File: config.mk
export PLATFORM = sky130hd
export DESIGN_NAME = whizgraphics_line_renderer
export DESIGN_NICKNAME = d
export VERILOG_FILES = /design/src/rtl/whizgraphics_line_renderer_pkg.sv /design/src/rtl/whizgraphics_tile_shifter.sv /design/src/rtl/whizgraphics_line_renderer.sv
export SDC_FILE = /design/constraint.sdc
export NUM_CORES = 1
export LEC_CHECK = 0
export ABC_AREA = 1
export ABC_CLOCK_PERIOD_IN_PS = 2400
export CORE_UTILIZATION = 51
export DETAILED_ROUTE_END_ITERATION = 8
export PLACE_DENSITY = 0.8
export SYNTH_ARGS = -nofsm -noshare
export SYNTH_HDL_FRONTEND = slang
export SYNTH_SLANG_ARGS = --single-unit
export TNS_END_PERCENT = 100
File: constraint.sdc
create_clock -name clk -period 2.4 [get_ports clk]
set_input_delay 0.48 -clock clk [delete_from_list [all_inputs] [get_ports clk]]
set_output_delay 0.48 -clock clk [all_outputs]
set_load 0.005 [all_outputs]
File: src/rtl/whizgraphics_line_renderer_pkg.sv
// Shared types and default geometry for the WhizGraphics background line renderer.
package video_types;

    localparam int DEF_LCD_W  = 160;
    localparam int DEF_LCD_H  = 144;
    localparam int DEF_TILE_W = 8;
    localparam int DEF_BPP    = 2;

    // One row of a tile at default geometry: plane p lives at [p*TILE_W +: TILE_W].
    typedef logic [DEF_TILE_W*DEF_BPP-1:0] tile_row_t;

    typedef enum logic [2:0] {
        ST_IDLE  = 3'd0,
        ST_MAP   = 3'd1,
        ST_TILE  = 3'd2,
        ST_LOAD  = 3'd3,
        ST_SHIFT = 3'd4,
        ST_DONE  = 3'd5
    } render_state_e;

endpackage

File: src/rtl/whizgraphics_tile_shifter.sv
// Planar tile-row shifter: loads one row, drops a leading skip count, then
// presents one colour index per shift with the leftmost pixel first.
module whizgraphics_tile_shifter
    import video_types::*;
#(
    parameter int TILE_W = DEF_TILE_W,
    parameter int BPP    = DEF_BPP
) (
    input  logic                      clk,
    input  logic                      rst_n,
    input  logic                      load,
    input  logic [$clog2(TILE_W)-1:0] skip,
    input  logic [TILE_W*BPP-1:0]     row,
    input  logic                      shift,
    output logic [BPP-1:0]            idx,
    output logic                      last,
    output logic                      empty
);

    localparam int CW = $clog2(TILE_W) + 1;

    logic [BPP-1:0][TILE_W-1:0] plane_q;
    logic [CW-1:0]              count_q;

    always_ff @(posedge clk) begin
        // NOTE: the datapath is cleared on reset too, so an abandoned line leaves no stale pixels behind.
        if (!rst_n) begin
            plane_q <= '0;
            count_q <= '0;
        end else if (load) begin
            // Skipped pixels are shifted out at load time so the first visible one is ready at once.
            for (int p = 0; p < BPP; p++)
                plane_q[p] <= row[p*TILE_W +: TILE_W] << skip;
            count_q <= CW'(TILE_W) - CW'(skip);
        end else if (shift && !empty) begin
            for (int p = 0; p < BPP; p++)
                plane_q[p] <= plane_q[p] << 1;
            count_q <= count_q - 1'b1;
        end
    end

    always_comb begin
        // NOTE: default assignment first keeps this block free of inferred latches.
        idx = '0;
        for (int p = 0; p < BPP; p++)
            idx[p] = plane_q[p][TILE_W-1];
    end

    assign last  = (count_q == CW'(1));
    assign empty = (count_q == '0);

endmodule

File: src/rtl/whizgraphics_line_renderer.sv
// Background scanline renderer: fetches map/tile rows and streams pixels over valid/ready.
// Build option: define WHIZ_RENDER_PALETTE_EN to add a per-line palette input.
module whizgraphics_line_renderer
    import video_types::*;
#(
    parameter int LCD_W     = DEF_LCD_W,
    parameter int LCD_H     = DEF_LCD_H,
    parameter int TILE_W    = DEF_TILE_W,
    parameter int BPP       = DEF_BPP,
    parameter int MAP_TILES = 32,
    parameter int TILE_CNT  = 256
) (
    input  logic                                          clk,
    input  logic                                          rst_n,
    input  logic                                          drawline,
    input  logic [7:0]                                    scx,
    input  logic [7:0]                                    scy,
    output logic [$clog2(MAP_TILES*MAP_TILES)-1:0]        map_addr,
    input  logic [$clog2(TILE_CNT)-1:0]                   map_data,
    output logic [$clog2(TILE_CNT)+$clog2(TILE_W)-1:0]    tile_addr,
    input  logic [TILE_W*BPP-1:0]                         tile_data,
    output logic                                          pix_valid,
    input  logic                                          pix_ready,
`ifdef WHIZ_RENDER_PALETTE_EN
    input  logic [(2**BPP)*BPP-1:0]                       palette,
`endif
    output logic [BPP-1:0]                                pix_data,
    output logic [$clog2(LCD_W)-1:0]                      pix_x,
    output logic [$clog2(LCD_H)-1:0]                      pix_y,
    output logic                                          line_done,
    output logic                                          render_complete,
    output logic                                          busy
);

    localparam int TSH = $clog2(TILE_W);
    localparam int MTW = $clog2(MAP_TILES);
    localparam int MAW = $clog2(MAP_TILES*MAP_TILES);
    localparam int SW  = TSH + MTW;
    localparam int PXW = $clog2(LCD_W);
    localparam int LYW = $clog2(LCD_H);
    localparam logic [PXW-1:0] PX_LAST = PXW'(LCD_W - 1);
    localparam logic [LYW-1:0] LY_LAST = LYW'(LCD_H - 1);

    render_state_e  state_q;
    logic [7:0]     scx_q, scy_q;
    logic [PXW-1:0] px_q;
    logic [LYW-1:0] ly_q;
    logic           first_q, rc_q;
    logic [SW-1:0]  y_sum;
    logic [MTW-1:0] tile_x;
    logic [BPP-1:0] idx, color;
    logic           sh_last, sh_empty, start, accept;

    // Map-space coordinates wrap at MAP_TILES*TILE_W simply by truncating to SW bits.
    assign y_sum  = SW'(ly_q) + SW'(scy_q);
    assign tile_x = MTW'((SW'(px_q) + SW'(scx_q)) >> TSH);

    assign start  = (state_q == ST_IDLE) && drawline;
    assign accept = pix_valid && pix_ready;

    assign map_addr  = (state_q == ST_MAP)  ? MAW'({y_sum[SW-1:TSH], tile_x}) : '0;
    assign tile_addr = (state_q == ST_TILE) ? {map_data, y_sum[TSH-1:0]} : '0;

    whizgraphics_tile_shifter #(
        .TILE_W (TILE_W),
        .BPP    (BPP)
    ) u_shifter (
        .clk   (clk),
        .rst_n (rst_n),
        .load  (state_q == ST_LOAD),
        .skip  (first_q ? scx_q[TSH-1:0] : '0),
        .row   (tile_data),
        .shift (accept),
        .idx   (idx),
        .last  (sh_last),
        .empty (sh_empty)
    );

    always_ff @(posedge clk) begin
        if (!rst_n) begin
            state_q <= ST_IDLE;
            scx_q   <= '0;
            scy_q   <= '0;
            px_q    <= '0;
            ly_q    <= '0;
            first_q <= 1'b0;
            rc_q    <= 1'b0;
        end else begin
            case (state_q)
                ST_IDLE: if (drawline) begin
                    state_q <= ST_MAP;
                    scx_q   <= scx;
                    scy_q   <= scy;
                    px_q    <= '0;
                    first_q <= 1'b1;
                    rc_q    <= 1'b0;
                end
                ST_MAP:  state_q <= ST_TILE;
                ST_TILE: state_q <= ST_LOAD;
                ST_LOAD: begin
                    state_q <= ST_SHIFT;
                    first_q <= 1'b0;
                end
                ST_SHIFT: if (accept) begin
                    if (px_q == PX_LAST) begin
                        state_q <= ST_DONE;
                        if (ly_q == LY_LAST) begin
                            ly_q <= '0;
                            rc_q <= 1'b1;
                        end else begin
                            ly_q <= ly_q + 1'b1;
                        end
                    end else begin
                        px_q <= px_q + 1'b1;
                        if (sh_last)
                            state_q <= ST_MAP;
                    end
                end
                ST_DONE: state_q <= ST_IDLE;
                default: state_q <= ST_IDLE;
            endcase
        end
    end

`ifdef WHIZ_RENDER_PALETTE_EN
    logic [(2**BPP)*BPP-1:0] palette_q;

    always_ff @(posedge clk) begin
        if (!rst_n)
            palette_q <= '0;
        else if (start)
            palette_q <= palette;
    end

    assign color = palette_q[idx*BPP +: BPP];
`else
    assign color = idx;
`endif

    assign pix_valid       = (state_q == ST_SHIFT) && !sh_empty;
    assign pix_data        = pix_valid ? color : '0;
    assign pix_x           = px_q;
    assign pix_y           = ly_q;
    assign line_done       = (state_q == ST_DONE);
    assign render_complete = rc_q;
    assign busy            = (state_q != ST_IDLE);

endmodule

Yosys cells after proc, flatten, opt, wreduce, memory -nomap -nowiden:

Cells that the tools add are included.

* logic and storage cells: 73
* register bits after elaboration: 57
* output and inout bits: 43

* shifts and indexed selects: 2
* reduce and logical (&&, ||, !) cells: 16
* mux-type cells: 25
* eq/ne operators: 14
* add/sub/neg operators: 6

Operators by type and width (count)
* 16-bit two-way mux: 2
* 8-bit two-way mux: 4
* 8-bit by 1-bit adder with 8-bit output, second input constant: 2
* 8-bit adder: 2
* 8-bit equality test, second input constant: 2
* 8-bit one-hot mux with 2 select lines: 1
* 8-bit by 3-bit << shifter with 8-bit output: 2
* 3-bit two-way mux: 5
* 3-bit one-hot mux with 5 select lines: 1
* 11-bit two-way mux: 1
* 10-bit two-way mux: 1
* 4-bit two-way mux: 2
* 2-bit != test, second input constant: 4
* 3-bit by 2-bit equality test with 1-bit output, second input constant: 2
* 3-bit equality test, second input constant: 2
* 3-bit AND reduction: 2
* 2-bit nonzero test: 3
* 1-bit two-way mux: 5
* 5-bit AND reduction: 1
* 4-bit by 1-bit equality test with 1-bit output, second input constant: 1
* 4-bit zero test: 1
* 1-bit one-hot mux with 2 select lines: 2
* 2-bit AND reduction: 2
* 4-bit AND reduction: 1
* 10 further kinds: 12

Longest topological paths before layout:

* word-level depth: 7
* depth in mapped cells: 11

By module:

From an unflattened synthesis, not the netlist that was laid out.

* cell total of the unflattened synthesis: 627
* area total of the unflattened synthesis: 3920.0 sq um

By module, submodules not included
* whizgraphics_line_renderer: instances 1, sequential area each 740.7 sq um, area an instance 2488.6 sq um, cells an instance 395
* whizgraphics_tile_shifter: instances 1, sequential area each 400.4 sq um, area an instance 1431.4 sq um, cells an instance 232

Worst setup path before layout:

No wires, ideal clock.

* path type: reg2out
* start: register ly_q[0], in the netlist pix_y[0]
* end: output port map_addr[6]
* stages on the path, launching flop included: 7
* data required time: 1.920 ns
* path buffers: 0
* path slack: 0.353 ns
* arrival time: 1.567 ns
* cells stage by stage: dfxtp_1 > ha_1 > inv_1 > fa_1 > o31ai_1 > o21ai_0 > a21oi_1

* word-level cells in the longest chain between the ends: 2

RTL lines
* start: declaration: RTL line whizgraphics_line_renderer.sv:47 `logic [LYW-1:0] ly_q;`
* start signal: assignment: RTL line whizgraphics_line_renderer.sv:111 `ly_q <= ly_q + 1'b1;`
* 8-bit adder: RTL line whizgraphics_line_renderer.sv:55 `assign y_sum = SW'(ly_q) + SW'(scy_q);`
* 10-bit two-way mux: RTL line whizgraphics_line_renderer.sv:61 `assign map_addr = (state_q == ST_MAP) ? MAW'({y_sum[SW-1:TSH], tile_x}) : '0;`
* end: declaration: RTL line whizgraphics_line_renderer.sv:18 `output logic [$clog2(MAP_TILES*MAP_TILES)-1:0] map_addr,`

No other way between the ends.

Final worst setup path:

* start: register ly_q[1], in the netlist pix_y[1]
* end: output port map_addr[9]

Same word-level chain as after synthesis.

==> metrics.md <==
| Metric | Value |
|---|---|
| Pwr Total | 3.923 mW |
| Clock buffer depth | 2 |
| Top cells by count, synth | nand2_1, inv_1, a21oi_1 |
| Final period utilization | 100.5% |
| P_sw | 1.567 mW |
| R2r worst-path depth | 12 |
| Total gr overflow | 0 |
| DR vias | 4290 |
| Area growth, synth to finish | 38.09% |
| Final core utilization | 72.56% |
| Routed WL | 10720 µm |
| Period minus WS final | 2.411 ns |
| Sequential share of the synthesized area | 30.10% |
| Ports | 87 |
| Post-synth EDFFs | 0 |
| DRC | 0 |
| Synth top area cells | dfxtp_1, nand2_1, inv_1 |
| Sink Count | 57 |
| Max IR drop VDD | 0.0003724 V |
| Seq pwr share | 32.9% |
| Slew Limit Headroom | 72.78% |
| CTS Hold Bufs | 0 |
| Mapped Nets | 657 |
| Leading area contributor after synthesis | dfxtp_1 |
| Number of DRC markers after the initial detailed-route iteration | 282 |
| Antenna-violating nets left | 0 |
| Worst Path Max Fanout | 4 |
| Worst skew pair latency | 0.34 ns |
| GPL Wtd Cong | 0.9314 |
| # H-tree levels | 3 |
| Internal power | 2.355 mW |
| Vias in the first global route | 3785 |
| Clock skew | 0.01304 ns |
| Synth Instances | 594 |
| Average cell area after synthesis | 6.382 µm² |
| #FFs+latches synth | 57 |
| Worst hold start | scx_q[6] |
| MaxCap Viol Count | 0 |
| CTS Root Cell | clkbuf_8 |
| Final nets | 762 |
| Largest net degree at the start of global routing | 35 |
| Share of cells above drive strength 1 | 13.78% |
| Combinational share of power | 42.3% |
| Die height | 88.22 µm |
| CTS tree | yes |
| Drt wl/cell | 13.34 µm |
| Cell row count | 31 |
| Synth top area share | 30.10% |
| Yosys Warn Count | 0 |
| Initial Util | 52.55% |
| Initial antenna violation count | 0 |
| Worst Path Arrival | 1.93 ns |
| Via density | 5.342 |
| Most common cell in the netlist | nand2_1 |
| CTS Buf Count | 9 |
| Critical Path Sink Type | output pin |
| RSZ-0062 raised after global routing | yes |
| Min-Delay Path Class | reg -> reg |
| Post-DP HPWL | 7656 µm |
| Net switching fraction of the power | 39.95% |
| # setup viols final | 2 |
| WP data required | 1.92 ns |
| Status | finished with violations |
| Fillers | 585 |
| Die X | 88.22 µm |
| Crit start category | register |
| Reg2reg end | pix_x[1] |
| Clock share of power | 24.8% |
| Post-Syn Area | 0.003791 mm² |
| First-pass GRT wire length | 16700 µm |
| Count of cell types in the netlist | 30 |
| Violated checks | negative setup slack |
| Setup Crit Path Kind | reg -> out |
| Most used DFF post-synth | dfxtp_1 |
| Worst-Margin Slew | 0.4079 ns |
| ANT cells | 0 |
| Power density cells | 749.3 mW/mm² |
| Fmax | 414.7 MHz |
| I/O Buffers | 86 |
| Synth async-reset ratio | 0% |
| Hold Path Stages | 2 |
| Hold Path End | scx_q[6] |
| Die Area | 0.007783 mm² |
| Max-slew violations | 0 |
| Hold Vio Cnt, Final | 0 |
| Flop-to-flop setup slack | 0.44 ns |
| Leak | 2.251 nW |
| Core area | 0.007214 mm² |
| Clock slew at reported path FFs | 0.07 ns |
| 1st-pass router iterations | 5 |
| Final WS setup | -0.01144 ns |
| Reg-to-Reg Start | pix_x[1] |
| Gr usage total | 27.39% |
## through the flow
step | TNS, ns | area [µm²] | instances | hold slack (ns) | setup WS (ns)
after floorplan | 0 | 3791 | 594 | 0.4274 | 0.3534
after global placement | -0.04588 | 4866 | 784 | 0.4361 | -0.02974
after detailed placement | -0.08062 | 4866 | 784 | 0.4430 | -0.04898
after CTS | 0 | 5160 | 801 | 0.4505 | 0.01803
after global routing | -0.8845 | 5235 | 803 | 0.4852 | -0.09904
final | -0.02062 | 5235 | 803 | 0.4561 | -0.01144
## what timing repair did
| item | 4_1_cts | 5_1_grt |
|---|---|---|
| setup buffers | 1 | 2 |
| resized for setup | 41 | 27 |
| endpoints found under the setup margin | 23 | 16 |
| pin swaps | 3 | 10 |
## critical path, stage by stage (launching register included)
cell and delay [ns]:
dfxtp_1 0.31, buf_4 0.14, ha_1 0.27, nand3_1 0.12, nand2_2 0.12, nand4_1 0.13, nand3_1 0.12, nand2_1 0.07
nor2_2 0.08, dlygate4sd2_1 0.23
## power by group through the flow
stage                     Sequential, mW  Clock, mW  Combinational [mW]
after global placement              1.27          0                1.54
final                               1.29      0.973                1.66
after detailed placement            1.28          0                1.58
after floorplan                     1.25          0                1.06
after CTS                           1.27      0.985                1.62
after global routing                1.31       1.03                1.86
## cells by family (layout without fill, tap and decap cells)
logic type / after synthesis / in the layout / share of synthesized area, %
and+or+nand+nor: 259 / 259 / 29.84
AOI/OAI and AO/OA: 147 / 147 / 20.96
buffers and inverters: 104 / 214 / 10.79
DFF: 57 / 57 / 30.10
adders and majority gates: 19 / 19 / 6.469
xor gates and xnor gates: 8 / 8 / 1.848
## worst max path at each step
stage / cells past startpoint / start / end / slack [ns]
global route: 9 / pix_y[1] / map_addr[9] / -0.1
global placement: 11 / pix_y[0] / map_addr[8] / -0.03
CTS: 10 / scx_q[1] / map_addr[3] / 0.02
finish: 9 / pix_y[1] / map_addr[9] / -0.01
floorplan: 6 / pix_y[0] / map_addr[6] / 0.35
detailed placement: 7 / pix_y[0] / map_addr[6] / -0.05
## layer usage
metal,global-route usage (%),vias to the layer above,routed length [µm]
met5,0,-,0
met4,12.61,0,215
met3,5.037,20,759
met2,48.18,153,5252
met1,32.30,1950,4486
li1,-,2167,-
## sequential cells by signal, indices dropped and copies added, names as in the netlist
name,flops
first_q,1
pix_x,8
pix_y,8
render_complete,1
scx_q,8
scy_q,8
state_q,3
u_shifter.count_q,4
u_shifter.idx,2
u_shifter.plane_q,14
## area by class of cell
| type | count | area, µm² | share of cell area, % |
|---|---|---|---|
| multi-input cells | 433 | 2394 | 45.72 |
| repair buffers | 113 | 1035 | 19.77 |
| clock inverters | 5 | 80.08 | 1.530 |
| well taps | 99 | 123.9 | 2.366 |
| clock buffers | 11 | 131.4 | 2.510 |
| inverters | 85 | 319.1 | 6.095 |
| flip-flops and latches | 57 | 1152 | 22.01 |
## placed cells by master, fill, tap and decap left out, types with 8 or more instances in the layout
master / count
a21oi_1: 56
o21ai_0: 59
dfxtp_2: 9
o211ai_1: 12
nand3_1: 40
buf_4: 26
ha_1: 11
nand4_1: 8
dfxtp_1: 48
clkdlybuf4s50_1: 74
nor2_1: 56
clkbuf_8: 9
inv_1: 78
nand2_1: 130
(Power assumes the default switching activity.)
